===== src/rtl/mem_arbiter.sv =====
// Two-requester arbiter in front of a single-port, fixed-latency memory.
// Fetch (read-only) and data stage (read/write) share one access slot at a time.
module mem_arbiter #(
    parameter int unsigned LATENCY    = 4,
    parameter int unsigned MAX_STARVE = 3
) (
    input  logic        clk,
    input  logic        rst_n,

    input  logic        if_req,
    input  logic [15:0] if_addr,
    output logic [15:0] if_data,
    output logic        if_valid,
    output logic        if_stall,

    input  logic        dm_req,
    input  logic        dm_wr,
    input  logic [15:0] dm_addr,
    input  logic [15:0] dm_wdata,
    output logic [15:0] dm_rdata,
    output logic        dm_valid,
    output logic        dm_stall,

    output logic        mem_en,
    output logic        mem_wr,
    output logic [15:0] mem_addr,
    output logic [15:0] mem_wdata,
    input  logic [15:0] mem_rdata
);

    localparam int unsigned WCW = (LATENCY > 1) ? $clog2(LATENCY) : 1;
    localparam int unsigned SCW = $clog2(MAX_STARVE + 1);
    localparam logic [WCW-1:0] WAIT_LOAD  = WCW'(LATENCY - 1);
    localparam logic [SCW-1:0] STARVE_MAX = SCW'(MAX_STARVE);

    typedef enum logic [1:0] {
        S_IDLE,
        S_ISSUE,
        S_WAIT,
        S_RESP
    } state_e;

    state_e          state_q, state_d;
    logic            owner_if_q, owner_if_d;
    logic            wr_q, wr_d;
    logic [15:0]     addr_q, addr_d;
    logic [15:0]     wdata_q, wdata_d;
    logic [SCW-1:0]  starve_q, starve_d;
    logic [WCW-1:0]  wait_q, wait_d;
    logic [15:0]     if_data_q, if_data_d;
    logic [15:0]     dm_rdata_q, dm_rdata_d;
    logic            if_valid_q, if_valid_d;
    logic            dm_valid_q, dm_valid_d;

    // Fetch only wins once the data stage has taken MAX_STARVE grants in a row over it.
    logic grant_if;
    assign grant_if = if_req & (~dm_req | (starve_q == STARVE_MAX));

    always_comb begin
        // NOTE: every next-state signal gets its hold value first so no path leaves it unassigned (no latch).
        state_d    = state_q;
        owner_if_d = owner_if_q;
        wr_d       = wr_q;
        addr_d     = addr_q;
        wdata_d    = wdata_q;
        starve_d   = starve_q;
        wait_d     = wait_q;
        if_data_d  = if_data_q;
        dm_rdata_d = dm_rdata_q;
        if_valid_d = 1'b0;
        dm_valid_d = 1'b0;

        case (state_q)
            S_IDLE: begin
                if (if_req || dm_req) begin
                    state_d    = S_ISSUE;
                    owner_if_d = grant_if;
                    if (grant_if) begin
                        addr_d   = if_addr;
                        wr_d     = 1'b0;
                        starve_d = '0;
                    end else begin
                        addr_d  = dm_addr;
                        wr_d    = dm_wr;
                        wdata_d = dm_wdata;
                        if (if_req && (starve_q != STARVE_MAX)) begin
                            starve_d = starve_q + 1'b1;
                        end else if (!if_req) begin
                            starve_d = '0;
                        end
                    end
                end else begin
                    starve_d = '0;
                end
            end

            S_ISSUE: begin
                wait_d  = WAIT_LOAD;
                state_d = S_WAIT;
            end

            S_WAIT: begin
                if (wait_q == '0) begin
                    // Capture on the last wait cycle so the valid pulse and its data line up in RESP.
                    if (!wr_q) begin
                        if (owner_if_q) begin
                            if_data_d = mem_rdata;
                        end else begin
                            dm_rdata_d = mem_rdata;
                        end
                    end
                    if_valid_d = owner_if_q;
                    dm_valid_d = ~owner_if_q;
                    state_d    = S_RESP;
                end else begin
                    wait_d = wait_q - 1'b1;
                end
            end

            S_RESP: begin
                state_d = S_IDLE;
            end

            default: begin
                state_d = S_IDLE;
            end
        endcase
    end

    // NOTE: the data-return registers are reset too, because every output must read 0 during reset.
    always_ff @(posedge clk or negedge rst_n) begin
        if (!rst_n) begin
            state_q    <= S_IDLE;
            owner_if_q <= 1'b0;
            wr_q       <= 1'b0;
            addr_q     <= '0;
            wdata_q    <= '0;
            starve_q   <= '0;
            wait_q     <= '0;
            if_data_q  <= '0;
            dm_rdata_q <= '0;
            if_valid_q <= 1'b0;
            dm_valid_q <= 1'b0;
        end else begin
            // NOTE: non-blocking updates so every register samples the same pre-edge values.
            state_q    <= state_d;
            owner_if_q <= owner_if_d;
            wr_q       <= wr_d;
            addr_q     <= addr_d;
            wdata_q    <= wdata_d;
            starve_q   <= starve_d;
            wait_q     <= wait_d;
            if_data_q  <= if_data_d;
            dm_rdata_q <= dm_rdata_d;
            if_valid_q <= if_valid_d;
            dm_valid_q <= dm_valid_d;
        end
    end

    assign mem_en    = (state_q == S_ISSUE);
    assign mem_wr    = mem_en & wr_q;
    assign mem_addr  = addr_q;
    assign mem_wdata = wdata_q;

    assign if_data   = if_data_q;
    assign if_valid  = if_valid_q;
    assign dm_rdata  = dm_rdata_q;
    assign dm_valid  = dm_valid_q;

    // Stall falls in the valid cycle so the pipeline advances exactly on the pulse.
    assign if_stall  = if_req & ~if_valid_q;
    assign dm_stall  = dm_req & ~dm_valid_q;

endmodule


===== config.mk =====
export PLATFORM = sky130hd
export DESIGN_NAME = mem_arbiter
export DESIGN_NICKNAME = d
export VERILOG_FILES = /design/src/rtl/mem_arbiter.sv
export SDC_FILE = /design/constraint.sdc
export NUM_CORES = 1
export LEC_CHECK = 0
export ABC_AREA = 1
export CAP_MARGIN = 40
export CORE_MARGIN = 2
export CORE_UTILIZATION = 38
export CTS_CLUSTER_DIAMETER = 200
export DETAILED_ROUTE_END_ITERATION = 10
export GPL_TIMING_DRIVEN = 0
export PLACE_DENSITY_LB_ADDON = 0.05
export SLEW_MARGIN = 15
export SYNTH_ARGS = -nofsm -noshare
export SYNTH_HDL_FRONTEND = slang
export SYNTH_SLANG_ARGS = --single-unit

===== constraint.sdc =====
create_clock -name clk -period 1.3 [get_ports clk]
set_input_delay 0.13 -clock clk [delete_from_list [all_inputs] [get_ports clk]]
set_output_delay 0.13 -clock clk [all_outputs]
set_load 0.005 [all_outputs]

## Yosys cells after proc, flatten, opt, wreduce, memory -nomap -nowiden

Cells that the tools add are included.

- Bits in registers: 74
- Bits of input ports: 69
- Output and inout bits: 70
- Logic and storage cells: 60

- Add/subtract/negate cells: 2
- Equal/unequal tests: 9
- Muxes and demuxes: 15
- Bitwise logic cells: 11
- Reductions and logical operators: 12

Operator list:

| kind | count |
|---|---|
| $mux 16 | 1 |
| $mux 2 | 7 |
| $ne 2x2->1 const B | 4 |
| $pmux 2 s4 | 1 |
| $reduce_and 2->1 | 4 |
| $reduce_and 4->1 | 2 |
| $eq 2x2->1 const B | 3 |
| $not 1->1 | 6 |
| $mux 1 | 5 |
| $and 1x1->1 | 4 |
| $logic_not 2->1 | 2 |
| $ne 4x3->1 const B | 1 |
| $pmux 2 s2 | 1 |
| $reduce_and 3->1 | 1 |
| $add 2x1->2 const B | 1 |
| $eq 2x1->1 const B | 1 |
| $reduce_bool 2->1 | 1 |
| $sub 2x1->2 const B | 1 |
| $logic_and 1x1->1 | 1 |
| $logic_or 1x1->1 | 1 |
| $or 1x1->1 | 1 |

## Longest topological paths before layout

Gate-level depths: netlist of run 1.

- Depth in word-level cells: 5
- Depth in mapped cells: 8
- Gate-level depth less buffers: 8

## Least setup slack after synthesis of run 1

No wires, ideal clock.

- Kind: register to register
- Start point: register state_q[0]
- End point: register dm_rdata_q[10] (netlist: dm_rdata[10])
- Library setup time: 0.131 ns
- Data arrival time: 1.204 ns
- Data required time: 1.169 ns
- Slack: -0.036 ns
- Cell stages (with the launch flop): 8
- Path buffers: 1
- Clock period less this slack: 1.336 ns
- Cells stage by stage: dfrtp_1 > inv_1 > ha_1 > nand2_1 > nor2_2 > nand2_1 > clkbuf_1 > o21ai_0

- Word-level cells in the longest chain between the ends: 2

Ends and longest elaborated chain:

| what | line | RTL |
|---|---|---|
| from (decl) | 43 | `state_e state_q, state_d;` |
| from (signal assigned) | 146 | `state_q <= state_d;` |
| $eq 2x2->1 | 73 | `case (state_q)` |
| $reduce_and 4->1 (no line) | - |  |
| to (signal assigned) | 154 | `dm_rdata_q <= dm_rdata_d;` |
| to (decl) | 51 | `logic [15:0] dm_rdata_q, dm_rdata_d;` |

Every way passes these cells.
A chain may end at the register's enable or synchronous reset.

## Final worst setup path of run 1

- Start point: register state_q[0]
- End point: register addr_q[6] (netlist: mem_addr[6])

- Word-level cells in the longest chain between the ends: 2

Ends and longest elaborated chain:

| what | line | RTL |
|---|---|---|
| $logic_not 2->1 | 73 |  |
| $reduce_and 2->1 (no line) | - |  |
| to (signal assigned) | 149 | `addr_q <= addr_d;` |
| to (decl) | 46 | `logic [15:0] addr_q, addr_d;` |

Every way passes these cells.

==> flow_summary.toml, run 1 <==
[timing]
final.setup.worst_slack_ns = -0.147
min_period_ns = 1.45
max_freq_ghz = 0.691
drv_slew = 0
period_share_pct = 111
rsz0062_at_grt = "true"
hold_violations = 0
tightest_slew_ns = 0.441
fin_skew_ns = 0.00954
setup_viol = 70
slew_headroom_pct = 70.6
holdWs_ns = 0.260

[finish]
num_antenna_cells = 0
fin_area_mm2 = 0.00601
syn_to_final_growth_pct = 93.0
drive_above_1_share_pct = 39.3
fin_nets = 614

[global_route]
grt.overflow.total = 0
grt_pass1_vias = 3194
grt_usage_pct = 23.1
grt_pass1_wl_mm = 15.9
grt_max_degree = 46
grt_antenna_before_repair = 0

[routing]
drt-wirelength-per-cell_um = 16.5
vias = 3247
drt_iter0_drc = 107
wl_mm = 10.7
vias_per_cell = 5.00
firstDrtPassIters = 4
drc = 0
drtAntennaViolNets = 0

[worst_setup_path]
reg2reg_from = "state_q[0]"
max_stage_delay_ns = 0.41
cp_max_fo = 6
critPathBufInv = 4
crit_chain = "inv_2 > buf_6 > ha_4 > buf_12 > o21ai_4 > buf_8 > nand2_4 > nand3_2"
cp.required_ns = 1.52
path_class = "reg2reg"
slowest_stage = "dfrtp_1"
end_kind = "flip-flop"
startpoint = "state_q[0]"
cp_top_family = "buffers and inverters"
arrival_ns = 1.67
start_kind = "flip-flop"

[placement]
gp_routability_congestion = 0.737
dp.final_hpwl_mm = 6.36
place_ws_ns = -0.453
place_area_mm2 = 0.00467
numPortBuffers = 138

[worst_hold_path]
hp-class = "in2async"

[die]
die_h_um = 94.5
rows = 33
dieWidth_um = 94.5
io-pin-count = 139
dieArea_mm2 = 0.00893
initial_core_util_pct = 38.5
core-area_mm2 = 0.00809

[clock_tree]
clk_path_buf_depth = 2
numCtsBuffers = 9
clk_pin_slew_ns = 0.09
h-tree-depth = 3
cts_root_buf = "clkbuf_8"
tritoncts = "done"
cts_sinks = 74
clk_latency_ns = 0.35

[logic_synthesis]
syn_area_mm2 = 0.00311
synth.avg_cell_area_um2 = 9.08
ys_ff_latch = 74
synth_cell_type_count = 18
synth_warnings = 0
yosysSeqAreaShare_pct = 59.5
syn_nets = 418
synth_cells = 343

[job]
cap_violations = 0

[pwr]
p_total_w = 0.0121
powerDensity_mw_per_mm2 = 2010
vdd_drop_max_mv = 0.933
p_leak_nw = 2.92

[outcome]
status = "finished with violations"
violations = "setup timing"
routing by layer:
layer	vias to the layer above	global-route usage, %	wire length (µm)
met4	0	8.33	236
met1	1578	28.8	4280
met5	-	0	0
met3	27	5.51	776
li1	1522	-	-
met2	120	39.3	5400
repair_timing:
item,CTS,global route
pin swaps,15,29
cloned,10,3
endpoints found under the hold margin,29,0
setup endpoints to repair,136,71
resized for setup,223,108
buffers inserted,29,5
hold buffers,1,0
kinds of logic after synthesis:
family                     after synthesis  synth area share [%]
AOI/OAI and AO/OA                       39                  6.83
and+or+nand+nor                        174                  24.7
DFF                                     74                  59.5
adders and majority gates                6                  2.41
buffers and inverters                   50                  6.55
synthesized netlist by cell type (all sizes together):
cell    number  area share (%)
ha           6             2.4
clkbuf       4            0.48
inv         30             3.6
nand4       17             3.4
nand2       99              12
nand3       53             8.5
buf         16             2.5
o21ai       37             6.1
a22oi        1            0.24
dfrtp       74              59
a21oi        1            0.52
nor2         5            0.76
metrics by stage:
step	util [%]	std cells	TNS, ns
after floorplan	-	343	0
after global placement	57.4	586	-208.01
after detailed placement	57.7	587	-16.51
after CTS	69.0	643	-5.19
after global routing	74.3	649	-9.32
final	74.3	649	-4.92
worst paths after layout:
path | endpoint | slack [ns] | cells after the start
worst max-delay path | mem_addr[6] | -0.15 | 8
worst min-delay path | mem_addr[15] | 0.26 | 2
worst max register to register | mem_addr[6] | -0.15 | 8
worst min register to register | mem_wdata[7] | 0.49 | 2
max in group asynchronous | dm_rdata[6] | 0.45 | 3
min in group clk | mem_wdata[7] | 0.33 | 3
layout by cell type, fill, tap and decap left out, types with 2 or more instances in the layout:
cell type / n
ha_4: 3
o21ai_0: 4
clkbuf_16: 4
clkbuf_8: 12
nor2_4: 2
nand3_2: 30
buf_16: 2
clkdlybuf4s50_1: 65
nand3_1: 23
nand2_4: 19
ha_2: 2
buf_6: 24
dlygate4sd2_1: 70
buf_2: 2
nand4_1: 17
nand2_2: 47
o21ai_2: 19
o21ai_1: 13
inv_1: 25
buf_4: 22
nor2_1: 3
buf_8: 7
clkinvlp_4: 5
inv_2: 5
buf_12: 4
dfrtp_1: 74
nand2_1: 32
area by class of cell:
class                      instances  area (µm²)
inverter                          30         113
multi-input combinational        219        1610
sequential                        74        1850
fill                             589        2080
tap                              105         131
clock inverter                     6        67.6
timing repair buffer             187        1860
buffer                            18         249
clock buffer                      10         128
worst reg2reg max path, cell delays in order, from the launching register on:
cell and delay, ns:
dfrtp_1 0.41, inv_2 0.10, buf_6 0.11, ha_4 0.17, buf_12 0.14, o21ai_4 0.09, buf_8 0.17, nand2_4 0.07
nand3_2 0.07
state kept, by name, summed over array words and instances (netlist names):
| register | cells |
|---|---|
| dm_rdata | 16 |
| state_q | 2 |
| wait_q | 2 |
| starve_q | 2 |
| if_data | 16 |
| if_valid | 1 |
| dm_valid | 1 |
| mem_addr | 16 |
| wr_q | 1 |
| owner_if_q | 1 |
| mem_wdata | 16 |
where the power goes:
group | internal, W | total, W | switching (W) | leakage [nW]
Clock | 0.000887 | 0.00179 | 0.000905 | 0.0808
Sequential | 0.00332 | 0.00403 | 0.000706 | 0.863
Combinational | 0.00342 | 0.00625 | 0.00283 | 1.98
Total | 0.00763 | 0.0121 | 0.00445 | 2.92
Note: power is estimated with default switching activity, not from simulation.
==> run 2: changes to the inputs <==
- CORE_ASPECT_RATIO: default -> 2
==> flow_summary.toml, run 2 (synthesized netlist as in run 1, its figures left out) <==
[outcome]
status = "finished with violations"
violations = "setup timing"

[worst_setup_path]
arrival_ns = 1.68
cp.required_ns = 1.53
path_class = "reg2reg"
start_kind = "flip-flop"
end_kind = "flip-flop"
cp_max_fo = 8

[finish]
num_antenna_cells = 0
layout_common_cells = "74 x dfrtp_1, 70 x dlygate4sd2_1, 65 x clkdlybuf4s50_1"
mostFrequentLayoutCell = "dfrtp_1"
syn_to_final_growth_pct = 90.6
fin_area_mm2 = 0.00593
fin_nets = 612
multi_input_area_mm2 = 0.00155
drive_above_1_share_pct = 38.1
seq_area_mm2 = 0.00185
fill_cells = 621

[timing]
setup_viol = 69
fin_skew_ns = 0.00445
period_share_pct = 112
slew_headroom_pct = 70.1
min_period_ns = 1.45
tightest_slew_ns = 0.448
max_freq_ghz = 0.689
rsz0062_at_grt = "true"
drv_slew = 0
final.setup.worst_slack_ns = -0.152
hold_violations = 0

[die]
rows = 46
die_h_um = 132
initial_core_util_pct = 39.2
dieArea_mm2 = 0.00898
io-pin-count = 139
core-area_mm2 = 0.00794
dieWidth_um = 68

[clock_tree]
numCtsBuffers = 9
cts_root_buf = "clkbuf_16"
clk_path_buf_depth = 2
h-tree-depth = 3
tritoncts = "done"
cts_sinks = 74
clk_pin_slew_ns = 0.05
clk_latency_ns = 0.34

[routing]
drt_iter0_drc = 136
drt-wirelength-per-cell_um = 17.3
drc = 0
firstDrtPassIters = 4
wl_mm = 11.0
drtAntennaViolNets = 0
vias_per_cell = 5.07
vias = 3212

[pwr]
p_total_w = 0.0124
powerDensity_mw_per_mm2 = 2090
p_leak_nw = 2.91
vdd_drop_max_mv = 1.25

[global_route]
grt_usage_pct = 24.9
grt_antenna_before_repair = 0
gr-usage-met2_pct = 46.0
grt_most_used_layer = "met2"
grt_pass1_vias = 3315
grt.overflow.total = 0
grt_use_met1_pct = 24.6
grt_max_degree = 43
grt_pass1_wl_mm = 16.7
use_met3_pct = 6.58

[placement]
dp.final_hpwl_mm = 6.89
place_area_mm2 = 0.00465
gp_routability_congestion = 0.801
numPortBuffers = 138

[job]
cap_violations = 0

[worst_hold_path]
hp-class = "in2async"
## run 2: path summary, 6_finish.rpt
check,from,end,slack [ns],depth (start not counted)
min reg2reg,if_data[4],if_data[4],0.48,2
min in group clk,dm_wdata[14],mem_wdata[14],0.35,3
min,rst_n,mem_wdata[7],0.27,2
max in group asynchronous,rst_n,mem_addr[0],0.44,3
max reg2reg,state_q[0],mem_addr[5],-0.15,8
max,state_q[0],mem_addr[5],-0.15,8
## run 2: where the power goes
group | switching [W] | leakage [nW] | internal, W
clock network | 0.000889 | 0.123 | 0.00130
logic | 0.00277 | 1.93 | 0.00341
registers | 0.000692 | 0.863 | 0.00334
total | 0.00435 | 2.91 | 0.00804
## run 2: critical path, cell delays in order (launching register included)
cell and delay (ns):
dfrtp_1 0.43, inv_2 0.12, buf_6 0.11, ha_4 0.17, buf_12 0.14, o21ai_4 0.08, buf_8 0.16, nand2_2 0.06
nand3_2 0.07
## run 2: per-stage QoR
| step | instances | util (%) | TNS, ns | hold slack, ns | setup slack, ns |
|---|---|---|---|---|---|
| 3_3_place_gp | 577 | 58.4 | -200.79 | 0.453 | -2.51 |
| 4_1_cts | 631 | 70.3 | -5.98 | 0.289 | -0.131 |
| 3_5_place_dp | 578 | 58.6 | -17.18 | 0.107 | -0.497 |
| 2_1_floorplan | 343 | - | 0 | -0.166 | 0.00151 |
| 6_report | 634 | 74.7 | -6.51 | 0.275 | -0.152 |
| 5_1_grt | 634 | 74.7 | -11.34 | 0.330 | -0.211 |
## run 2: cell type report
cell class	instances	area share (%)
Timing Repair Buffer	184	29.9
Buffer	19	4.60
Tap cell	96	2.02
Clock buffer	11	4.09
Clock inverter	1	0.0844
Sequential cell	74	31.2
Inverter	30	1.90
Multi-Input combinational cell	219	26.2
## run 2: metal layers
| metal | vias to the layer above | share of wire, % |
|---|---|---|
| met5 | - | 0 |
| met4 | 0 | 2.5 |
| met3 | 22 | 7.1 |
| met2 | 113 | 58 |
| met1 | 1562 | 32 |
| li1 | 1515 | - |
## run 2: what timing repair did
action,CTS,global route
pin swaps,18,10
gates resized for setup,211,100
setup buffers,32,2
hold buffers,1,0
hold endpoints to repair,32,0
endpoints found under the setup margin,136,73
gates cloned,9,1
==> run 3: changes to the inputs <==
- CORE_ASPECT_RATIO: 2 -> 0.75
==> flow_summary.toml, run 3 (synthesized netlist as in run 1, its figures left out) <==
[clock_tree]
clk_path_buf_depth = 2
cts_sinks = 74
cts_root_buf = "clkbuf_8"
clk_pin_slew_ns = 0.08
tritoncts = "done"
numCtsBuffers = 9
clk_latency_ns = 0.35
h-tree-depth = 3

[die]
io-pin-count = 139
core-area_mm2 = 0.00792
rows = 28
dieWidth_um = 109
initial_core_util_pct = 39.3
dieArea_mm2 = 0.00894
die_h_um = 82.4

[placement]
gp_routability_congestion = 0.848
dp.final_hpwl_mm = 6.52
dp_cells = 587
numPortBuffers = 138

[finish]
syn_to_final_growth_pct = 99.6
drive_above_1_share_pct = 42.2
num_antenna_cells = 0
final_util_pct = 78.5
mostFrequentLayoutCell = "dfrtp_1"
fin_nets = 625
layout_common_cells = "74 x dfrtp_1, 70 x dlygate4sd2_1, 65 x clkdlybuf4s50_1"
fin_cells = 660

[routing]
drc = 0
drt_iter0_drc = 78
vias = 3316
firstDrtPassIters = 4
drt-wirelength-per-cell_um = 17.0
vias_per_cell = 5.02
wl_mm = 11.2
drtAntennaViolNets = 0

[global_route]
grt_usage_pct = 24.6
grt_max_degree = 54
use_met3_pct = 6.44
grt_antenna_before_repair = 0
grt_use_met1_pct = 32.9
gr-usage-met2_pct = 39.3
grt.overflow.total = 0
grt_pass1_wl_mm = 16.6
grt_most_used_layer = "met2"
grt_pass1_vias = 3370

[timing]
fin_skew_ns = 0.0100
slew_headroom_pct = 79.5
rsz0062_at_grt = "true"
min_period_ns = 1.41
period_share_pct = 109
holdWs_ns = 0.221
drv_slew = 0
final.setup.worst_slack_ns = -0.111
hold_violations = 0
max_freq_ghz = 0.709
setup_viol = 72
tightest_slew_ns = 0.307

[worst_setup_path]
slowest_stage = "dfrtp_1"
cp_top_family = "flip-flops"
crit_chain = "ha_4 > a21oi_4 > buf_6 > buf_8 > nand3_1 > nand3_2"
end_kind = "flip-flop"
path_class = "reg2reg"
arrival_ns = 1.69
cp.required_ns = 1.58
start_kind = "flip-flop"
critPathBufInv = 2
max_stage_delay_ns = 0.42
cp_max_fo = 5

[outcome]
violations = "setup timing"
status = "finished with violations"

[worst_hold_path]
hp-class = "in2async"

[pwr]
vdd_drop_max_mv = 1.11
p_leak_nw = 3.01
powerDensity_mw_per_mm2 = 2070

[job]
cap_violations = 0
run 3: cell types whose count changed in the layout (fill, tap and decap cells not counted), sizes merged:
| cell | before | now |
|---|---|---|
| bufinv | 0 | 3 |
| nand2 | 99 | 100 |
| clkinvlp | 0 | 1 |
| buf | 60 | 72 |
| clkbuf | 18 | 17 |
| clkinv | 1 | 2 |
run 3: path summary, 6_finish.rpt:
path                            slack [ns]  cells past startpoint   startpoint             to
worst max-delay path                 -0.11                      6  starve_q[1]    mem_addr[4]
worst min-delay path                  0.22                      2        rst_n  mem_wdata[15]
worst max register to register       -0.11                      6  starve_q[1]    mem_addr[4]
worst min register to register        0.49                      2   if_data[4]     if_data[4]
max in group asynchronous             0.50                      3        rst_n    mem_addr[3]
min in group clk                      0.33                      3  dm_wdata[4]   mem_wdata[4]
run 3: metrics by stage:
| step | setup WS (ns) | setup TNS [ns] | area (µm²) | power, W |
|---|---|---|---|---|
| after floorplan | 0.00151 | 0 | 3130 | 0.00567 |
| after global placement | -2.52 | -201.36 | 4650 | 0.00823 |
| after detailed placement | -0.473 | -16.19 | 4670 | 0.00838 |
| after CTS | -0.133 | -4.58 | 5790 | 0.0117 |
| after global routing | -0.180 | -8.50 | 6210 | 0.0137 |
| final | -0.111 | -4.33 | 6210 | 0.0129 |
run 3: per-layer routing:
layer	routed length, µm	vias up
met5	0	-
met4	217	0
met3	715	23
met2	5370	114
met1	4900	1629
li1	-	1550
run 3: cell type report:
class                           instances  area [µm²]
Timing Repair Buffer                  196        1880
Sequential cell                        74        1850
Multi-Input combinational cell        220        1730
Fill cell                             536        1710
Buffer                                 19         258
Tap cell                              105         131
Clock buffer                           10         128
Clock inverter                          6         115
Inverter                               30         113
run 3: report_power, final:
| part | total, W | internal [W] | switching [W] | leakage [nW] |
|---|---|---|---|---|
| Sequential | 0.00406 | 0.00332 | 0.000733 | 0.863 |
| Clock | 0.00219 | 0.00128 | 0.000905 | 0.117 |
| Combinational | 0.00661 | 0.00359 | 0.00301 | 2.03 |
run 3: worst reg2reg max path, stage by stage (launching register included):
cell	delay [ns]
dfrtp_1	0.42
ha_4	0.18
a21oi_4	0.22
buf_6	0.18
buf_8	0.13
nand3_1	0.12
nand3_2	0.09
run 3: repair_timing:
action                                  CTS  global route
cloned                                   11             1
pin swaps                                22            29
hold buffers                              1             0
endpoints found under the setup margin  136            73
buffers inserted                         40             5
hold endpoints to repair                 21             0
resized for setup                       253            95
